<file path="config.mk">
export PLATFORM = sky130hd
export DESIGN_NAME = mem_refill_arbiter_flat
export DESIGN_NICKNAME = d
export VERILOG_FILES = /design/src/rtl/mem_refill_arbiter_if.sv /design/src/rtl/mem_refill_arbiter.sv /design/src/flat_wrapper.sv
export SDC_FILE = /design/constraint.sdc
export NUM_CORES = 1
export LEC_CHECK = 0
export ABC_AREA = 1
export CORE_AREA = 2 2 96 98
export CTS_CLUSTER_SIZE = 20
export DETAILED_ROUTE_END_ITERATION = 7
export DIE_AREA = 0 0 98 100
export GPL_ROUTABILITY_DRIVEN = 0
export PLACE_DENSITY = 0.9
export SLEW_MARGIN = 20
export SYNTH_ARGS = -nofsm -noshare
export SYNTH_HDL_FRONTEND = slang
export SYNTH_SLANG_ARGS = --single-unit
</file>
<file path="constraint.sdc">
create_clock -name clk -period 1.7 [get_ports clk]
set_clock_uncertainty 0.15 [all_clocks]
set_input_delay 0.255 -clock clk [delete_from_list [all_inputs] [get_ports clk]]
set_output_delay 0.255 -clock clk [all_outputs]
set_load 0.02 [all_outputs]
</file>
<file path="src/rtl/mem_refill_arbiter_if.sv">
// Bundles the I/D requester handshakes and the backing-memory beat channel.
// The slave modport is the arbiter's view; the master modport is the cache and memory side.
interface mem_refill_arbiter_if #(
  parameter int WIDTH      = 32,
  parameter int ADDR_WIDTH = 32,
  parameter int BURST_LEN  = 4
);
  localparam int BEAT_W = $clog2(BURST_LEN);

  logic                  i_req;
  logic [ADDR_WIDTH-1:0] i_addr;
  logic                  d_req;
  logic                  d_we;
  logic [ADDR_WIDTH-1:0] d_addr;
  logic [WIDTH-1:0]      d_wdata;
  logic                  i_gnt;
  logic                  d_gnt;
  logic [BEAT_W-1:0]     beat;
  logic [WIDTH-1:0]      rdata;
  logic                  i_rvalid;
  logic                  d_rvalid;
  logic                  i_done;
  logic                  d_done;
  logic                  mem_req;
  logic                  mem_we;
  logic [ADDR_WIDTH-1:0] mem_addr;
  logic [WIDTH-1:0]      mem_wdata;
  logic                  mem_ack;
  logic [WIDTH-1:0]      mem_rdata;

  modport master (
    output i_req, i_addr, d_req, d_we, d_addr, d_wdata, mem_ack, mem_rdata,
    input  i_gnt, d_gnt, beat, rdata, i_rvalid, d_rvalid, i_done, d_done,
           mem_req, mem_we, mem_addr, mem_wdata
  );

  modport slave (
    input  i_req, i_addr, d_req, d_we, d_addr, d_wdata, mem_ack, mem_rdata,
    output i_gnt, d_gnt, beat, rdata, i_rvalid, d_rvalid, i_done, d_done,
           mem_req, mem_we, mem_addr, mem_wdata
  );
endinterface

</file>
<file path="src/rtl/mem_refill_arbiter.sv">
// Round-robin arbiter sharing one backing-memory channel between I-cache refills
// and D-cache refills/writebacks; each grant runs a full line burst of BURST_LEN beats.
module mem_refill_arbiter #(
  parameter int WIDTH      = 32,
  parameter int ADDR_WIDTH = 32,
  parameter int BURST_LEN  = 4
) (
  input logic                clk,
  input logic                rst,
  mem_refill_arbiter_if.slave bus
);
  localparam int BEAT_W = $clog2(BURST_LEN);
  localparam logic [ADDR_WIDTH-1:0] LINE_MASK = ~ADDR_WIDTH'(BURST_LEN * 4 - 1);
  localparam logic [BEAT_W-1:0]     LAST_BEAT = BEAT_W'(BURST_LEN - 1);
  localparam logic OWN_I = 1'b0;
  localparam logic OWN_D = 1'b1;

  typedef enum logic [1:0] {IDLE, BURST, DONE} state_t;

  state_t                state_reg, state_next;
  logic                  owner_reg, owner_next;
  logic                  we_reg, we_next;
  logic [ADDR_WIDTH-1:0] base_reg, base_next;
  logic [BEAT_W-1:0]     beat_reg, beat_next;
  logic                  last_owner_reg, last_owner_next;

  logic                  pick_d;
  logic                  in_burst;
  logic [1:0]            gnt_vec, rvalid_vec, done_vec;

  always_ff @(posedge clk) begin
    if (!rst) begin
      state_reg      <= IDLE;
      owner_reg      <= OWN_I;
      we_reg         <= 1'b0;
      base_reg       <= '0;
      beat_reg       <= '0;
      last_owner_reg <= OWN_I;
    end else begin
      state_reg      <= state_next;
      owner_reg      <= owner_next;
      we_reg         <= we_next;
      base_reg       <= base_next;
      beat_reg       <= beat_next;
      last_owner_reg <= last_owner_next;
    end
  end

  // D wins when alone, or on a tie when I had the channel last.
  assign pick_d = bus.d_req && (!bus.i_req || (last_owner_reg == OWN_I));

  always_comb begin
    state_next      = state_reg;
    owner_next      = owner_reg;
    we_next         = we_reg;
    base_next       = base_reg;
    beat_next       = beat_reg;
    last_owner_next = last_owner_reg;
    case (state_reg)
      IDLE: begin
        if (bus.i_req || bus.d_req) begin
          owner_next = pick_d;
          we_next    = pick_d ? bus.d_we : 1'b0;
          base_next  = (pick_d ? bus.d_addr : bus.i_addr) & LINE_MASK;
          beat_next  = '0;
          state_next = BURST;
        end
      end
      BURST: begin
        if (bus.mem_ack) begin
          if (beat_reg == LAST_BEAT) begin
            beat_next       = '0;
            last_owner_next = owner_reg;
            state_next      = DONE;
          end else begin
            beat_next = beat_reg + 1'b1;
          end
        end
      end
      DONE:    state_next = IDLE;
      default: state_next = IDLE;
    endcase
  end

  assign in_burst = (state_reg == BURST);

  // Index 0 is the I requester, index 1 the D requester.
  for (genvar gi = 0; gi < 2; gi++) begin : g_req
    assign gnt_vec[gi]    = in_burst && (owner_reg == 1'(gi));
    assign rvalid_vec[gi] = gnt_vec[gi] && !we_reg && bus.mem_ack;
    assign done_vec[gi]   = (state_reg == DONE) && (owner_reg == 1'(gi));
  end

  assign bus.i_gnt     = gnt_vec[0];
  assign bus.d_gnt     = gnt_vec[1];
  assign bus.i_rvalid  = rvalid_vec[0];
  assign bus.d_rvalid  = rvalid_vec[1];
  assign bus.i_done    = done_vec[0];
  assign bus.d_done    = done_vec[1];
  assign bus.beat      = beat_reg;
  assign bus.mem_req   = in_burst;
  assign bus.mem_we    = in_burst && we_reg;
  assign bus.mem_addr  = in_burst ? (base_reg + ADDR_WIDTH'({beat_reg, 2'b00})) : '0;
  assign bus.mem_wdata = (in_burst && (owner_reg == OWN_D) && we_reg) ? bus.d_wdata : '0;
  // Gated so the read bus is quiet outside read beats, including right after reset.
  assign bus.rdata     = (|rvalid_vec) ? bus.mem_rdata : '0;

endmodule

</file>
<file path="src/flat_wrapper.sv">
// flat-port wrapper written by rule: the top's interface ports become plain ports
module mem_refill_arbiter_flat 
#(
  parameter int WIDTH      = 32,
  parameter int ADDR_WIDTH = 32,
  parameter int BURST_LEN  = 4
)
  (clk, rst, bus_i_req, bus_i_addr, bus_d_req, bus_d_we, bus_d_addr, bus_d_wdata, bus_mem_ack, bus_mem_rdata, bus_i_gnt, bus_d_gnt, bus_beat, bus_rdata, bus_i_rvalid, bus_d_rvalid, bus_i_done, bus_d_done, bus_mem_req, bus_mem_we, bus_mem_addr, bus_mem_wdata);
  mem_refill_arbiter_if #(.WIDTH(WIDTH), .ADDR_WIDTH(ADDR_WIDTH), .BURST_LEN(BURST_LEN)) bus_i ();
  input logic clk;
  input logic rst;
  input wire logic [$bits(bus_i.i_req)-1:0] bus_i_req;
  input wire logic [$bits(bus_i.i_addr)-1:0] bus_i_addr;
  input wire logic [$bits(bus_i.d_req)-1:0] bus_d_req;
  input wire logic [$bits(bus_i.d_we)-1:0] bus_d_we;
  input wire logic [$bits(bus_i.d_addr)-1:0] bus_d_addr;
  input wire logic [$bits(bus_i.d_wdata)-1:0] bus_d_wdata;
  input wire logic [$bits(bus_i.mem_ack)-1:0] bus_mem_ack;
  input wire logic [$bits(bus_i.mem_rdata)-1:0] bus_mem_rdata;
  output wire logic [$bits(bus_i.i_gnt)-1:0] bus_i_gnt;
  output wire logic [$bits(bus_i.d_gnt)-1:0] bus_d_gnt;
  output wire logic [$bits(bus_i.beat)-1:0] bus_beat;
  output wire logic [$bits(bus_i.rdata)-1:0] bus_rdata;
  output wire logic [$bits(bus_i.i_rvalid)-1:0] bus_i_rvalid;
  output wire logic [$bits(bus_i.d_rvalid)-1:0] bus_d_rvalid;
  output wire logic [$bits(bus_i.i_done)-1:0] bus_i_done;
  output wire logic [$bits(bus_i.d_done)-1:0] bus_d_done;
  output wire logic [$bits(bus_i.mem_req)-1:0] bus_mem_req;
  output wire logic [$bits(bus_i.mem_we)-1:0] bus_mem_we;
  output wire logic [$bits(bus_i.mem_addr)-1:0] bus_mem_addr;
  output wire logic [$bits(bus_i.mem_wdata)-1:0] bus_mem_wdata;
  assign bus_i.i_req = bus_i_req;
  assign bus_i.i_addr = bus_i_addr;
  assign bus_i.d_req = bus_d_req;
  assign bus_i.d_we = bus_d_we;
  assign bus_i.d_addr = bus_d_addr;
  assign bus_i.d_wdata = bus_d_wdata;
  assign bus_i.mem_ack = bus_mem_ack;
  assign bus_i.mem_rdata = bus_mem_rdata;
  assign bus_i_gnt = bus_i.i_gnt;
  assign bus_d_gnt = bus_i.d_gnt;
  assign bus_beat = bus_i.beat;
  assign bus_rdata = bus_i.rdata;
  assign bus_i_rvalid = bus_i.i_rvalid;
  assign bus_d_rvalid = bus_i.d_rvalid;
  assign bus_i_done = bus_i.i_done;
  assign bus_d_done = bus_i.d_done;
  assign bus_mem_req = bus_i.mem_req;
  assign bus_mem_we = bus_i.mem_we;
  assign bus_mem_addr = bus_i.mem_addr;
  assign bus_mem_wdata = bus_i.mem_wdata;
  mem_refill_arbiter #(.WIDTH(WIDTH), .ADDR_WIDTH(ADDR_WIDTH), .BURST_LEN(BURST_LEN)) u_core (.clk(clk), .rst(rst), .bus(bus_i));
endmodule
</file>
# Word-level counts from Yosys, hierarchy flattened

Index checks and enable logic that the tools add are counted.

Input port bits: 134
Output and inout bits: 106
Logic and storage cells: 51
Register bits after elaboration: 35

Muxes and demuxes: 13
Equal/unequal tests: 6
Add/sub/neg operators: 2
Reduce and logical (&&, ||, !) cells: 22
Bitwise logic cells: 2

Operators by type and width:

| cell                                                   | count |
|---|---|
| 2-to-1 mux 32 bit                                      | 4 |
| adder 32 x 4 -> 32 bit                                 | 1 |
| 2-to-1 mux 2 bit                                       | 6 |
| logical AND 1 bit                                      | 11 |
| AND reduction 3 bit                                    | 3 |
| one-hot mux 2 bit (2 select lines)                     | 2 |
| == test 2 bit (second input constant)                  | 2 |
| inequality test 2 bit (second input constant)          | 2 |
| adder 2 x 1 -> 2 bit (second input constant)           | 1 |
| == test 2 x 1 -> 1 bit (second input constant)         | 1 |
| logical NOT 1 bit                                      | 2 |
| logical NOT 2 bit                                      | 1 |
| logical OR 1 bit                                       | 2 |
| inequality test 2 x 1 -> 1 bit (second input constant) | 1 |
| inverter 1 bit                                         | 2 |
| AND reduction 2 bit                                    | 1 |
| nonzero test 2 bit                                     | 1 |
| OR reduction 2 bit                                     | 1 |
| 2-to-1 mux 1 bit                                       | 1 |

# Longest topological paths before layout

Depth after elaboration: 6
Mapped depth: 8
Depth with buffers taken out: 6

# Worst setup path after synthesis

OpenSTA, ideal clock, no wires.

Path kind: flip-flop to output port
Start point: reg u_core.state_reg[1]
End point: out bus_mem_wdata[10]
Path buffers: 1
Data arrival time: 1.367 ns
Slack: -0.072 ns
Required time: 1.295 ns
Cell stages (with the launch flop): 7
Cell sequence: dfxtp_1 > inv_1 > nand2_2 > nor2_2 > nand2_1 > buf_2 > nor2_1

Word-level cells in the longest chain between the ends: 4

Ends and longest elaborated chain:

| item                           | line                      | text |
|---|---|---|
| start, declared                | mem_refill_arbiter.sv:20  | `state_t state_reg, state_next;` |
| start signal, assigned         | mem_refill_arbiter.sv:40  | `state_reg <= state_next;` |
| == test 2 x 1 -> 1 bit         | mem_refill_arbiter.sv:85  | `assign in_burst = (state_reg == BURST);` |
| logical AND 1 bit (2 in a row) | mem_refill_arbiter.sv:104 | `assign bus.mem_wdata = (in_burst && (owner_reg == OWN_D) && we_reg) ? bus.d_wdata : '0;` |
| 2-to-1 mux 32 bit              | mem_refill_arbiter.sv:104 |  |
| end, declared                  | flat_wrapper.sv:31        | `output wire logic [$bits(bus_i.mem_wdata)-1:0] bus_mem_wdata;` |

No other way between the ends.

# Worst setup path after layout

Start point: reg u_core.state_reg[1]
End point: out bus_mem_wdata[7]

Same word-level chain as after synthesis.

==> flow_metrics.env <==
export IMPL_first_pass_iters=4
export IMPL_instances_no_fill=885
export IMPL_rsz0062_at_grt="true"
export IMPL_grtUsageTotal_pct=22.1
export IMPL_fp_dieArea_um2=9800
export IMPL_netlist_area_leader_share_pct=26.9
export IMPL_num_io_pins=240
export IMPL_cts_tree="yes"
export IMPL_vias=3701
export IMPL_antenna_found_initial=0
export IMPL_r2r_end="u_core.bus.beat[0]"
export IMPL_crit_family="buffers and inverters"
export IMPL_worstHoldEndpoint="u_core.last_owner_reg"
export IMPL_dpl_cell_count=864
export IMPL_gr_total_overflow=0
export IMPL_vias_per_cell=4.18
export IMPL_arrival_ps=1450
export IMPL_finalHoldViolations=0
export IMPL_grt_pass1_wl_um=17400
export IMPL_drtAntennaViolNets=0
export IMPL_critical_path_slowest_cell="dfxtp_2"
export IMPL_crit_path_max_fanout=32
export IMPL_syn_to_final_growth_pct=112
export IMPL_dpl_hpwl_um=8200
export IMPL_finalPower_mw=2.90
export IMPL_antenna_diode_count=0
export IMPL_drcViolationCount=0
export IMPL_h_tree_depth=2
export IMPL_drt_total_wl_um=11700
export IMPL_yosys_warnings=0
export IMPL_clk_latency_ps=280
export IMPL_yosysTopAreaCell="nor2_1"
export IMPL_crit_path_end_kind="output pin"
export IMPL_max_freq_mhz=538
export IMPL_clockBufferDepth=2
export IMPL_post_drt_wl_per_cell_um=13.2
export IMPL_portBuffers=229
export IMPL_grt_pass1_vias=3532
export IMPL_reg2reg_slack_ps=-90
export IMPL_crit_chain="inv_4 -> nand2_4 -> nor2_4 -> nand2_2 -> buf_12 -> nor2_1 -> buf_4"
export IMPL_largest_reg_flops=28
export IMPL_clkTransAtPathRegs_ps=80
export IMPL_drt_iter0_drc=104
export IMPL_critical_path_startpoint_type="register"
export IMPL_die_h_um=100
export IMPL_fin_crit_ps=1860
export IMPL_power_leakage_nw=3.04
export IMPL_path_buf_inv=3
export IMPL_worstPathRequired_ps=1290
export IMPL_ys_ff_latch=35
export IMPL_power_density_nw_per_um2=521
export IMPL_hold_start="u_core.last_owner_reg"
export IMPL_cp_slowest_stage_delay_ps=340
export IMPL_layout_setup_ws_ps=-157
export IMPL_cap_viol_max_count=0
export IMPL_hold_depth=2
export IMPL_initial_utilization_pct=29.6
export IMPL_nNetsFinal=908
export IMPL_die_w_um=98
export IMPL_syn_avg_cell_area_um2=4.98
export IMPL_synth_area_leaders="nor2_1 27%, dfxtp_1 27%, inv_1 19%"
export IMPL_netlist_instances=529
export IMPL_cts_hold_buffers=0
export IMPL_final_setup_viol_count=68
export IMPL_core_area_um2=8890
export IMPL_regToRegStartpoint="u_core.state_reg[1]"
export IMPL_num_rows=35
export IMPL_critPathKind="register to output pin"
export IMPL_synth_cell_types=18
export IMPL_peakVddDrop_mv=0.334
export IMPL_seq_area_frac_synth_pct=26.6
export IMPL_syn_area_um2=2630
export IMPL_reg2regPathDepth=11
export IMPL_drv_slew=0
export IMPL_drive_gt1_share_pct=25.3
export IMPL_outcome="complete, but fails checks"
export IMPL_cts_num_sinks=35
export IMPL_finalCritPeriodShare_pct=109
export IMPL_cts_made_buffers=5
export IMPL_cts_root_buffer="clkbuf_8"
export IMPL_hold_class="register to register"
export IMPL_finish_utilization_pct=62.7
export IMPL_grt_max_degree=42
export IMPL_n_fill_cell=775
export IMPL_violations="setup timing"
-- routing by layer --
metal | wire [um] | vias up | global-route usage, %
met1 | 4510 | 1574 | 24.1
met2 | 5880 | 154 | 40.5
met3 | 829 | 33 | 5.50
li1 | - | 1940 | -
met4 | 452 | 0 | 10.3
met5 | 0 | - | 0
-- power by group --
group	switching (mW)	leakage, nW	internal [mW]
combinational	0.618	2.69	0.614
clock	0.313	0.0581	0.436
sequential	0.0253	0.291	0.895
-- stage by stage --
| step | area [um2] | TNS (ps) | setup WS (ps) | hold WS, ps |
|---|---|---|---|---|
| 2_1_floorplan | 2640 | -2150 | -71.8 | 263 |
| 3_3_place_gp | 5130 | -32380 | -554 | 302 |
| 3_5_place_dp | 5130 | -34710 | -643 | 308 |
| 4_1_cts | 5280 | -4490 | -89.6 | 279 |
| 5_1_grt | 5570 | -12130 | -219 | 362 |
| 6_report | 5570 | -6890 | -157 | 317 |
-- synthesized netlist by cell type --
master / number
nand2_2: 2
conb_1: 1
inv_1: 132
buf_2: 13
a21oi_1: 5
ha_1: 1
nand3_1: 4
buf_1: 4
inv_2: 1
nor2_2: 1
nand2_1: 128
buf_6: 1
clkbuf_1: 3
nor2_1: 189
nand4_1: 2
buf_4: 5
nor3_1: 2
dfxtp_1: 35
-- worst max-delay path by stage --
stage	startpoint	endpoint	depth (start not counted)
6_report	u_core.state_reg[1]	bus_mem_wdata[7]	7
3_3_place_gp	bus_mem_ack	bus_rdata[9]	7
3_5_place_dp	bus_mem_ack	bus_rdata[15]	7
4_1_cts	u_core.state_reg[1]	bus_rdata[13]	7
2_1_floorplan	u_core.state_reg[1]	bus_mem_wdata[10]	6
5_1_grt	u_core.state_reg[1]	bus_mem_wdata[7]	7
-- kinds of logic (layout without fill, tap and decap cells) --
group	Yosys count	count (layout)	share of synthesized area [%]
fa+ha+maj	1	1	0.475
other cells	1	2	0.142
simple gates	328	328	47.5
flops	35	35	26.6
compound gates	5	5	0.950
buf+inv	159	403	24.3
-- layout by cell type, fill, tap and decap left out, types with 2 or more instances in the layout --
master,count
nor2_1,148
inv_1,131
nand2_1,126
clkdlybuf4s50_1,124
buf_4,72
buf_6,37
dfxtp_1,33
nor2_4,31
buf_2,16
nor2_2,11
clkbuf_8,5
a21oi_1,4
buf_12,4
nand3_1,3
dlygate4sd2_1,3
inv_4,2
nand2_2,2
nand4_1,2
conb_1,2
buf_16,2
clkbuf_16,2
-- worst reg2reg max path: cells and delay by family (launching register included) --
kind / cells / cell delay (ps)
compound gates: 1 / 110
flops: 1 / 340
simple gates: 2 / 150
buf+inv: 8 / 960
-- layout make-up --
class,count,area [um2],area share (%)
Multi-Input combinational cell,336,1600,28.7
Clock inverter,3,43.8,0.786
Timing Repair Buffer,262,2510,45.1
Clock buffer,5,68.8,1.24
Tap cell,111,139,2.49
Sequential cell,35,706,12.7
Inverter,133,504,9.05
-- repair_timing --
item	CTS	global route
setup buffers	7	2
pin swaps	1	0
gates resized for setup	541	83
gates cloned	2	2
setup endpoints to repair	104	102
(Power assumes the default switching activity.)
